File: src/rtl/usb_tx_packet.sv
// USB transmit packetiser: builds handshake and DATA packets (PID, payload, CRC16)
// onto a byte-wide AXI-Stream towards the ULPI/PHY layer.
module usb_tx_packet #(
  parameter int unsigned MAX_PACKET = 512,
  parameter int unsigned CNT_W      = $clog2(MAX_PACKET + 1)
) (
  input  logic             clk,
  input  logic             rst,
  input  logic             hsk_send_i,
  input  logic [1:0]       hsk_type_i,
  output logic             hsk_sent_o,
  input  logic             data_start_i,
  input  logic [1:0]       data_pid_i,
  input  logic             data_zlp_i,
  input  logic             s_tvalid_i,
  output logic             s_tready_o,
  input  logic             s_tlast_i,
  input  logic [7:0]       s_tdata_i,
  output logic             m_tvalid_o,
  input  logic             m_tready_i,
  output logic             m_tlast_o,
  output logic [7:0]       m_tdata_o,
  output logic             busy_o,
  output logic             data_sent_o,
  output logic             overflow_o,
  output logic [CNT_W-1:0] byte_count_o
);

  typedef enum logic [2:0] {
    StIdle, StHsk, StPid, StData, StCrcLo, StCrcHi, StDrain
  } state_e;

  state_e           state_q, state_d;
  logic             out_valid_q, out_valid_d;
  logic             out_last_q, out_last_d;
  logic [7:0]       out_data_q, out_data_d;
  logic [15:0]      crc_q, crc_d;
  logic [CNT_W-1:0] cnt_q, cnt_d;
  logic             zlp_q, zlp_d;
  logic             out_free;
  logic             out_acc;

  // Reflected CRC16 (poly 0x8005 -> 0xA001), one byte, LSB first.
  function automatic logic [15:0] crc16_byte(input logic [15:0] crc, input logic [7:0] data);
    logic [15:0] c;
    c = crc;
    for (int i = 0; i < 8; i++) begin
      if (c[0] ^ data[i]) c = (c >> 1) ^ 16'hA001;
      else                c = c >> 1;
    end
    return c;
  endfunction

  // Output register can take a new byte when empty or being consumed this cycle.
  assign out_free = !out_valid_q || m_tready_i;
  assign out_acc  = out_valid_q && m_tready_i;

  assign m_tvalid_o   = out_valid_q;
  assign m_tdata_o    = out_data_q;
  assign m_tlast_o    = out_last_q && out_valid_q;
  assign busy_o       = (state_q != StIdle);
  assign byte_count_o = cnt_q;

  // Next-state, output-register load and pulse generation.
  always_comb begin
    state_d     = state_q;
    out_valid_d = out_acc ? 1'b0 : out_valid_q;
    out_last_d  = out_last_q;
    out_data_d  = out_data_q;
    crc_d       = crc_q;
    cnt_d       = cnt_q;
    zlp_d       = zlp_q;
    s_tready_o  = 1'b0;
    hsk_sent_o  = 1'b0;
    data_sent_o = 1'b0;
    overflow_o  = 1'b0;

    unique case (state_q)
      StIdle: begin
        // Output register is always empty here: IDLE is entered only on the last byte's accept.
        if (hsk_send_i) begin
          out_valid_d = 1'b1;
          out_data_d  = {~{hsk_type_i, 2'b10}, hsk_type_i, 2'b10};
          out_last_d  = 1'b1;
          state_d     = StHsk;
        end else if (data_start_i) begin
          out_valid_d = 1'b1;
          out_data_d  = {~{data_pid_i, 2'b11}, data_pid_i, 2'b11};
          out_last_d  = 1'b0;
          zlp_d       = data_zlp_i;
          crc_d       = 16'hFFFF;
          cnt_d       = '0;
          state_d     = StPid;
        end
      end
      StHsk: begin
        if (out_acc) begin
          hsk_sent_o = 1'b1;
          state_d    = StIdle;
        end
      end
      StPid: begin
        if (out_acc) state_d = zlp_q ? StCrcLo : StData;
      end
      StData: begin
        s_tready_o = out_free;
        if (s_tvalid_i && out_free) begin
          out_valid_d = 1'b1;
          out_data_d  = s_tdata_i;
          out_last_d  = 1'b0;
          crc_d       = crc16_byte(crc_q, s_tdata_i);
          cnt_d       = cnt_q + CNT_W'(1);
          if (s_tlast_i) begin
            state_d = StCrcLo;
          end else if (cnt_q == CNT_W'(MAX_PACKET - 1)) begin
            overflow_o = 1'b1;
            state_d    = StDrain;
          end
        end
      end
      StDrain: begin
        s_tready_o = 1'b1;
        if (s_tvalid_i && s_tlast_i) state_d = StCrcLo;
      end
      StCrcLo: begin
        if (out_free) begin
          out_valid_d = 1'b1;
          out_data_d  = ~crc_q[7:0];
          out_last_d  = 1'b0;
          state_d     = StCrcHi;
        end
      end
      StCrcHi: begin
        // Register holds either the low CRC byte (last=0) or the high one (last=1).
        if (out_valid_q && out_last_q) begin
          if (m_tready_i) begin
            data_sent_o = 1'b1;
            state_d     = StIdle;
          end
        end else if (out_free) begin
          out_valid_d = 1'b1;
          out_data_d  = ~crc_q[15:8];
          out_last_d  = 1'b1;
        end
      end
      default: state_d = StIdle;
    endcase
  end

  // State and datapath registers with synchronous reset.
  always_ff @(posedge clk) begin
    if (rst) begin
      state_q     <= StIdle;
      out_valid_q <= 1'b0;
      out_last_q  <= 1'b0;
      out_data_q  <= 8'h00;
      crc_q       <= 16'hFFFF;
      cnt_q       <= '0;
      zlp_q       <= 1'b0;
    end else begin
      state_q     <= state_d;
      out_valid_q <= out_valid_d;
      out_last_q  <= out_last_d;
      out_data_q  <= out_data_d;
      crc_q       <= crc_d;
      cnt_q       <= cnt_d;
      zlp_q       <= zlp_d;
    end
  end

endmodule

File: config.mk
export PLATFORM = sky130hd
export DESIGN_NAME = usb_tx_packet
export DESIGN_NICKNAME = d
export VERILOG_FILES = /design/src/rtl/usb_tx_packet.sv
export SDC_FILE = /design/constraint.sdc
export NUM_CORES = 1
export LEC_CHECK = 0
export ABC_AREA = 1
export BUFFER_PORTS_ARGS = -buffer_cell sky130_fd_sc_hd__clkbuf_2
export CORE_ASPECT_RATIO = 0.8
export CORE_MARGIN = 2
export CORE_UTILIZATION = 30
export DETAILED_ROUTE_END_ITERATION = 10
export PLACE_DENSITY_LB_ADDON = 0.2
export SYNTH_ARGS = -nofsm -noshare
export SYNTH_HDL_FRONTEND = slang
export SYNTH_SLANG_ARGS = --single-unit
File: constraint.sdc
create_clock -name clk -period 1.78 [get_ports clk]
set_input_delay 0.089 -clock clk [delete_from_list [all_inputs] [get_ports clk]]
set_output_delay 0.089 -clock clk [all_outputs]
set_load 0.005 [all_outputs]
# Word level (Yosys, flattened, before mapping)
# Cells that the tools add are included.
word_totals:
  input_bits: 20
  wordCells: 137
  out_inout_bits: 25
  reg_bits: 40
op_classes:
  bitwise: 21
  n_mux: 74
  n_reduce_logical: 14
  eq_ne: 20
  add_sub_neg: 1
ops:
  columns: ["op", "count"]
  rows:
  - ["16-bit 2-to-1 mux", 25]
  - ["8-bit 2-to-1 mux", 6]
  - ["3-bit 2-to-1 mux", 12]
  - ["16-bit case mux with 2 select lines", 1]
  - ["8-bit case mux with 4 select lines", 1]
  - ["10-bit 2-to-1 mux", 3]
  - ["2-bit NOT with 3-bit output", 8]
  - ["2-bit inequality test, second input constant", 11]
  - ["1-bit 2-to-1 mux", 21]
  - ["3-bit case mux with 7 select lines", 1]
  - ["10-bit case mux with 2 select lines", 1]
  - ["8-bit NOT", 2]
  - ["10-bit by 1-bit adder with 10-bit output, second input constant", 1]
  - ["10-bit by 9-bit equality test with 1-bit output, second input constant", 1]
  - ["3-bit equality test, second input constant", 3]
  - ["9-bit AND reduction", 1]
  - ["4-bit NOT", 2]
  - ["1-bit case mux with 4 select lines", 2]
  - ["1-bit XOR", 8]
  - ["3-bit by 2-bit equality test with 1-bit output, second input constant", 2]
  - ["3-bit inequality test, second input constant", 2]
  - ["6-bit AND reduction", 1]
  - ["1-bit logical AND", 4]
  - ["4-bit AND reduction", 1]
  - ["10 further kinds", 10]

# Logic depth before layout (Yosys ltp)
depth:
  depth_word: 33
  mapped_depth: 19
  mapped_depth_nobuf: 19

# Least setup slack after synthesis
# Ideal clock, no wire load.
synth_path:
  path_type: "register to register"
  from: "register crc_q[1]"
  to: "register crc_q[13]"
  stages_incl_launch_ff: 18
  setup_time_ns: 0.115
  period_less_slack_ns: 1.702
  t_required_ns: 1.665
  slack_ns: 0.078
  t_arrival_ns: 1.587
  n_path_buf: 0
  path_cell_list: "dfxtp_1 -> inv_1 -> nand2_1 -> nand2_1 -> nand2_1 -> nand2_2 -> nand2_2 -> nand3_1 -> nand2_2 -> nand2_1 -> nand3_2 -> nand3_2 -> nand2_4 -> nand2_1 -> nand3_1 -> nand3_1 -> nand2_1 -> nand2_1"
synth_via:
  elab_chain_len: 32
  elab_cells_between_ends: 33
  cone_classes: "mux (24); bitwise (9)"
synth_lines:
  columns: ["item", "line_no", "rtl"]
  rows:
  - ["start: declaration", "37", "logic [15:0] crc_q, crc_d;"]
  - ["start signal: assignment", "165", "crc_q <= crc_d;"]
  - ["2-bit NOT with 3-bit output (no line)", null, null]
  - ["16-bit 2-to-1 mux *", "48", "if (c[0] ^ data[i]) c = (c >> 1) ^ 16'hA001;"]
  - ["16-bit 2-to-1 mux *", "107", "if (s_tvalid_i && out_free) begin"]
  - ["16-bit 2-to-1 mux *", "78", "unique case (state_q)"]
  - ["1-bit XOR *", "48", null]
  - ["16-bit 2-to-1 mux *", "48", null]
  - ["16-bit 2-to-1 mux *", "107", null]
  - ["16-bit 2-to-1 mux *", "78", null]
  - ["[... 16 more ...]", null, null]
  - ["1-bit XOR", "48", null]
  - ["16-bit 2-to-1 mux *", "48", null]
  - ["16-bit 2-to-1 mux *", "107", null]
  - ["16-bit 2-to-1 mux *", "78", null]
  - ["1-bit XOR", "48", null]
  - ["16-bit 2-to-1 mux *", "48", null]
  - ["16-bit 2-to-1 mux *", "107", null]
  - ["16-bit case mux with 2 select lines *", "78", null]
# Mark *: on every way between the ends. The rest lies on a longest branch, timed or not. The select of a mux whose other input is x is not followed.
# A chain may end at the register's enable or synchronous reset.

# Worst setup path in the final report
layout_path:
  from: "register crc_q[1]"
  to: "register crc_q[0]"
layout_via:
  elab_chain_len: 32
layout_lines:
  columns: ["item", "line_no"]
  rows:
  - ["2-bit NOT with 3-bit output (no line)", null]
  - ["16-bit 2-to-1 mux *", "48"]
  - ["16-bit 2-to-1 mux *", "107"]
  - ["16-bit 2-to-1 mux *", "78"]
  - ["1-bit XOR *", "48"]
  - ["16-bit 2-to-1 mux *", "48"]
  - ["16-bit 2-to-1 mux *", "107"]
  - ["16-bit 2-to-1 mux *", "78"]
  - ["[... 16 more ...]", null]
  - ["1-bit XOR *", "48"]
  - ["16-bit 2-to-1 mux *", "48"]
  - ["16-bit 2-to-1 mux *", "107"]
  - ["16-bit 2-to-1 mux *", "78"]
  - ["1-bit XOR *", "48"]
  - ["16-bit 2-to-1 mux *", "48"]
  - ["16-bit 2-to-1 mux *", "107"]
  - ["16-bit case mux with 2 select lines *", "78"]
# Marks and branches as above.

==> results.ini <==
[status]
outcome=finished with violations
violations=negative setup slack

[critical_path]
rr_worst_depth=19
critPathArrivalTime_ns=2.00
rrSetupSlack_ns=-0.05
worst-path-stages=19
endpoint_kind=flip-flop
crit_required_ns=1.96
critical_path_class=reg -> reg
timing.rr.start=crc_q[1]$_SDFFE_PP1P_
worstReg2RegEnd=crc_q[0]$_SDFFE_PP1P_
setup.worst_path.end=crc_q[0]$_SDFFE_PP1P_
crit_path_start_kind=flip-flop
cpPeakStageDelay_ns=0.39
cp_top_family=simple AND/OR/NAND/NOR gates
worst_path_max_delay_cell=dfxtp_4
worstSetupStartpoint=crc_q[1]$_SDFFE_PP1P_
worst-path-max-fanout=4
crit_top_cell=nand2_2
path_buf_inv=1
path_cells=inv_2, nand2_2, nand2_2, nand2_2, nand2_2, nand2_2, nand2_2, nand2_2, nand2_2, nand2_2, nand3_4, nand2_4, nand2_4, nand2_4, nand2_4, nand2_4, nand2_2, nand2_2, o21ai_2

[clock_tree]
clock_sinks=40
root_buffer=clkbuf_8
cts_tree=done
cts_htree_levels=2
cts_max_path_buffers=2
hold_buffers=0
numCtsBuffers=5
clock_latency_ns=0.29
clk_pin_slew_ns=0.08

[die]
rows=28
io_pins=45
start_util_pct=31.4
coreArea_um2=7500
die-area_um2=8590
chipHeight_um=83.3
dieWidth_um=103

[yosys]
syn_nets=355
yosysTopAreaCell=dfxtp_1
ys_warn_count=0
synth-edff-count=0
async_reset_ff_share_pct=0
synth_common_cells=nand2_1, dfxtp_1, inv_1
syn_area_per_cell_um2=7.06
synthTopCellsByArea=dfxtp_1, nand2_1, a21oi_1
yosys.area.top_type_share_pct=34.0
synth_cells=334
synth_ff_type=dfxtp_1
synth_area_um2=2360
synth_cell_types=41
ys_seq_area_share_pct=34.0
synth_seq_cells=40
post-synth-top-count-cell=nand2_1

[power_and_ir_drop]
peakVddDrop_mv=0.399
p_leak_nw=1.65
power.total_mw=4.91
p_per_area_nw_per_um2=1390

[drt]
drtIter0Drc=126
drc=0
first_pass_iters=4
vias=2595
routed_wl_um=7350
wl_per_cell_um=13.5
drtAntennaViolNets=0
via_per_inst=4.77

[timing]
setup_viol=6
finalCritPeriodShare_pct=103
tns_ns=-0.160
worst_slack_ns=-0.0451
maxSlewViolCount=0
whs_ns=0.0326
min_period_ns=1.83
rsz0062_at_grt=true
tightest_slew_ns=0.547
max_slew_margin_pct=63.5
clock_skew_ns=0.00492
hold_viol_final=0
fmax_mhz=548

[global_routing]
grt_pass1_vias=2373
grt_max_degree=17
globalRouteOverflowTotal=0
antenna_found_initial=0
grt_pass1_wl_um=11500
grt.total_usage_pct=16.8

[worst_hold_path]
hp-class=in -> reg

[layout]
diodes=0
synthToLayoutAreaGrowth_pct=49.8
drive_gt1_share_pct=46.7
n_fill_cell=762
postLayoutCellArea_um2=3530
nets=460
fin_cells=544
final_util_pct=47.1

[placed_design]
hpwlAfterDp_um=5300
place_ws_ns=-0.0767
dp_cells=522
io_buffer_count=44
postPlaceCellArea_um2=3030
place_congestion=0.866

[run]
maxCapViolations=0

-- worst reg2reg max path, stage by stage, from the launching register on --
cell     delay [ns]
dfxtp_4        0.39
inv_2          0.05
nand2_2        0.06
nand2_2        0.05
nand2_2        0.07
nand2_2        0.06
nand2_2        0.08
nand2_2        0.05
nand2_2        0.08
nand2_2        0.08
nand2_2        0.08
nand3_4        0.10
nand2_4        0.13
nand2_4        0.07
nand2_4        0.08
nand2_4        0.06
nand2_4        0.07
nand2_2        0.05
nand2_2        0.05
o21ai_2        0.04
-- where the power goes --
part	leakage, nW	switching [mW]	total (mW)	internal (mW)
Combinational	1.28	1.59	2.99	1.40
Sequential	0.331	0.197	1.34	1.14
Clock	0.0410	0.315	0.582	0.267
-- worst min path at each step --
stage | start | endpoint | slack [ns] | depth (start not counted)
after floorplan | data_zlp_i | zlp_q$_SDFFE_PP0P_ | 0.23 | 2
after global placement | data_zlp_i | zlp_q$_SDFFE_PP0P_ | 0.33 | 3
after detailed placement | data_zlp_i | zlp_q$_SDFFE_PP0P_ | 0.33 | 3
after CTS | data_zlp_i | zlp_q$_SDFFE_PP0P_ | 0.03 | 3
after global routing | data_zlp_i | zlp_q$_SDFFE_PP0P_ | 0.03 | 3
final | data_zlp_i | zlp_q$_SDFFE_PP0P_ | 0.03 | 3
-- logic make-up after synthesis --
| group | Yosys count | synth area share [%] |
|---|---|---|
| flip-flops | 40 | 34.0 |
| buffers and inverters | 54 | 9.18 |
| AO/OA/AOI/OAI | 93 | 22.8 |
| XOR/XNOR | 9 | 3.98 |
| AND/OR/NAND/NOR | 137 | 29.5 |
| adder cells (fa/ha/maj) | 1 | 0.531 |
-- sequential cells by signal (all words and copies together), names as in the netlist --
name,count
byte_count_o,10
crc_q,16
m_tdata_o,8
m_tvalid_o,1
out_last_q,1
state_q,3
zlp_q,1
-- timing repair --
| item | in CTS | in global routing |
|---|---|---|
| buffers inserted | 2 | 12 |
| resized for setup | 20 | 68 |
| cloned | 0 | 1 |
| setup endpoints to repair | 7 | 31 |
| pin swaps | 0 | 14 |
-- cell type report --
| cell class | instances | area [um2] | area share (%) |
|---|---|---|---|
| clock buffers | 6 | 72.6 | 2.06 |
| clock inverters | 1 | 5.00 | 0.142 |
| inverters | 47 | 181 | 5.14 |
| multi-input cells | 240 | 1590 | 45.0 |
| flip-flops and latches | 40 | 823 | 23.3 |
| well taps | 105 | 131 | 3.72 |
| repair buffers | 105 | 727 | 20.6 |
-- cell usage in the layout (no fill, tap or decap), types with 2 or more instances in the layout --
cell type / netlist / routed
dfxtp_2: 0 / 6
o211ai_1: 5 / 5
nor2_1: 26 / 20
nand3_4: 0 / 3
dfxtp_1: 40 / 30
nand2_1: 61 / 46
nor3_1: 5 / 2
o21ai_0: 31 / 25
buf_4: 1 / 54
nand2_4: 4 / 5
o22ai_1: 8 / 7
xnor2_1: 3 / 3
nand2_2: 6 / 20
inv_2: 10 / 13
a211oi_1: 6 / 3
o21ai_1: 1 / 4
nor2_4: 0 / 5
nor2_8: 2 / 2
o221ai_1: 2 / 2
a21oi_1: 31 / 31
nand3_2: 6 / 8
nor2_2: 5 / 6
xor2_1: 4 / 4
o21ai_2: 2 / 5
clkbuf_2: 0 / 43
a211oi_2: 0 / 3
inv_1: 36 / 32
buf_6: 1 / 5
dfxtp_4: 0 / 4
inv_4: 0 / 2
clkbuf_8: 0 / 5
a31oi_1: 2 / 2
nand3_1: 17 / 12
nor3_4: 1 / 4
-- metal layers --
layer	GRT usage, %	vias to the layer above	part of all wire [%]
met2	24.8	54	44
met1	25.1	1194	50
met5	0	-	0
li1	-	1337	-
met4	3.95	0	1.6
met3	2.95	10	4.2
Power figures use the tool's default switching activity.
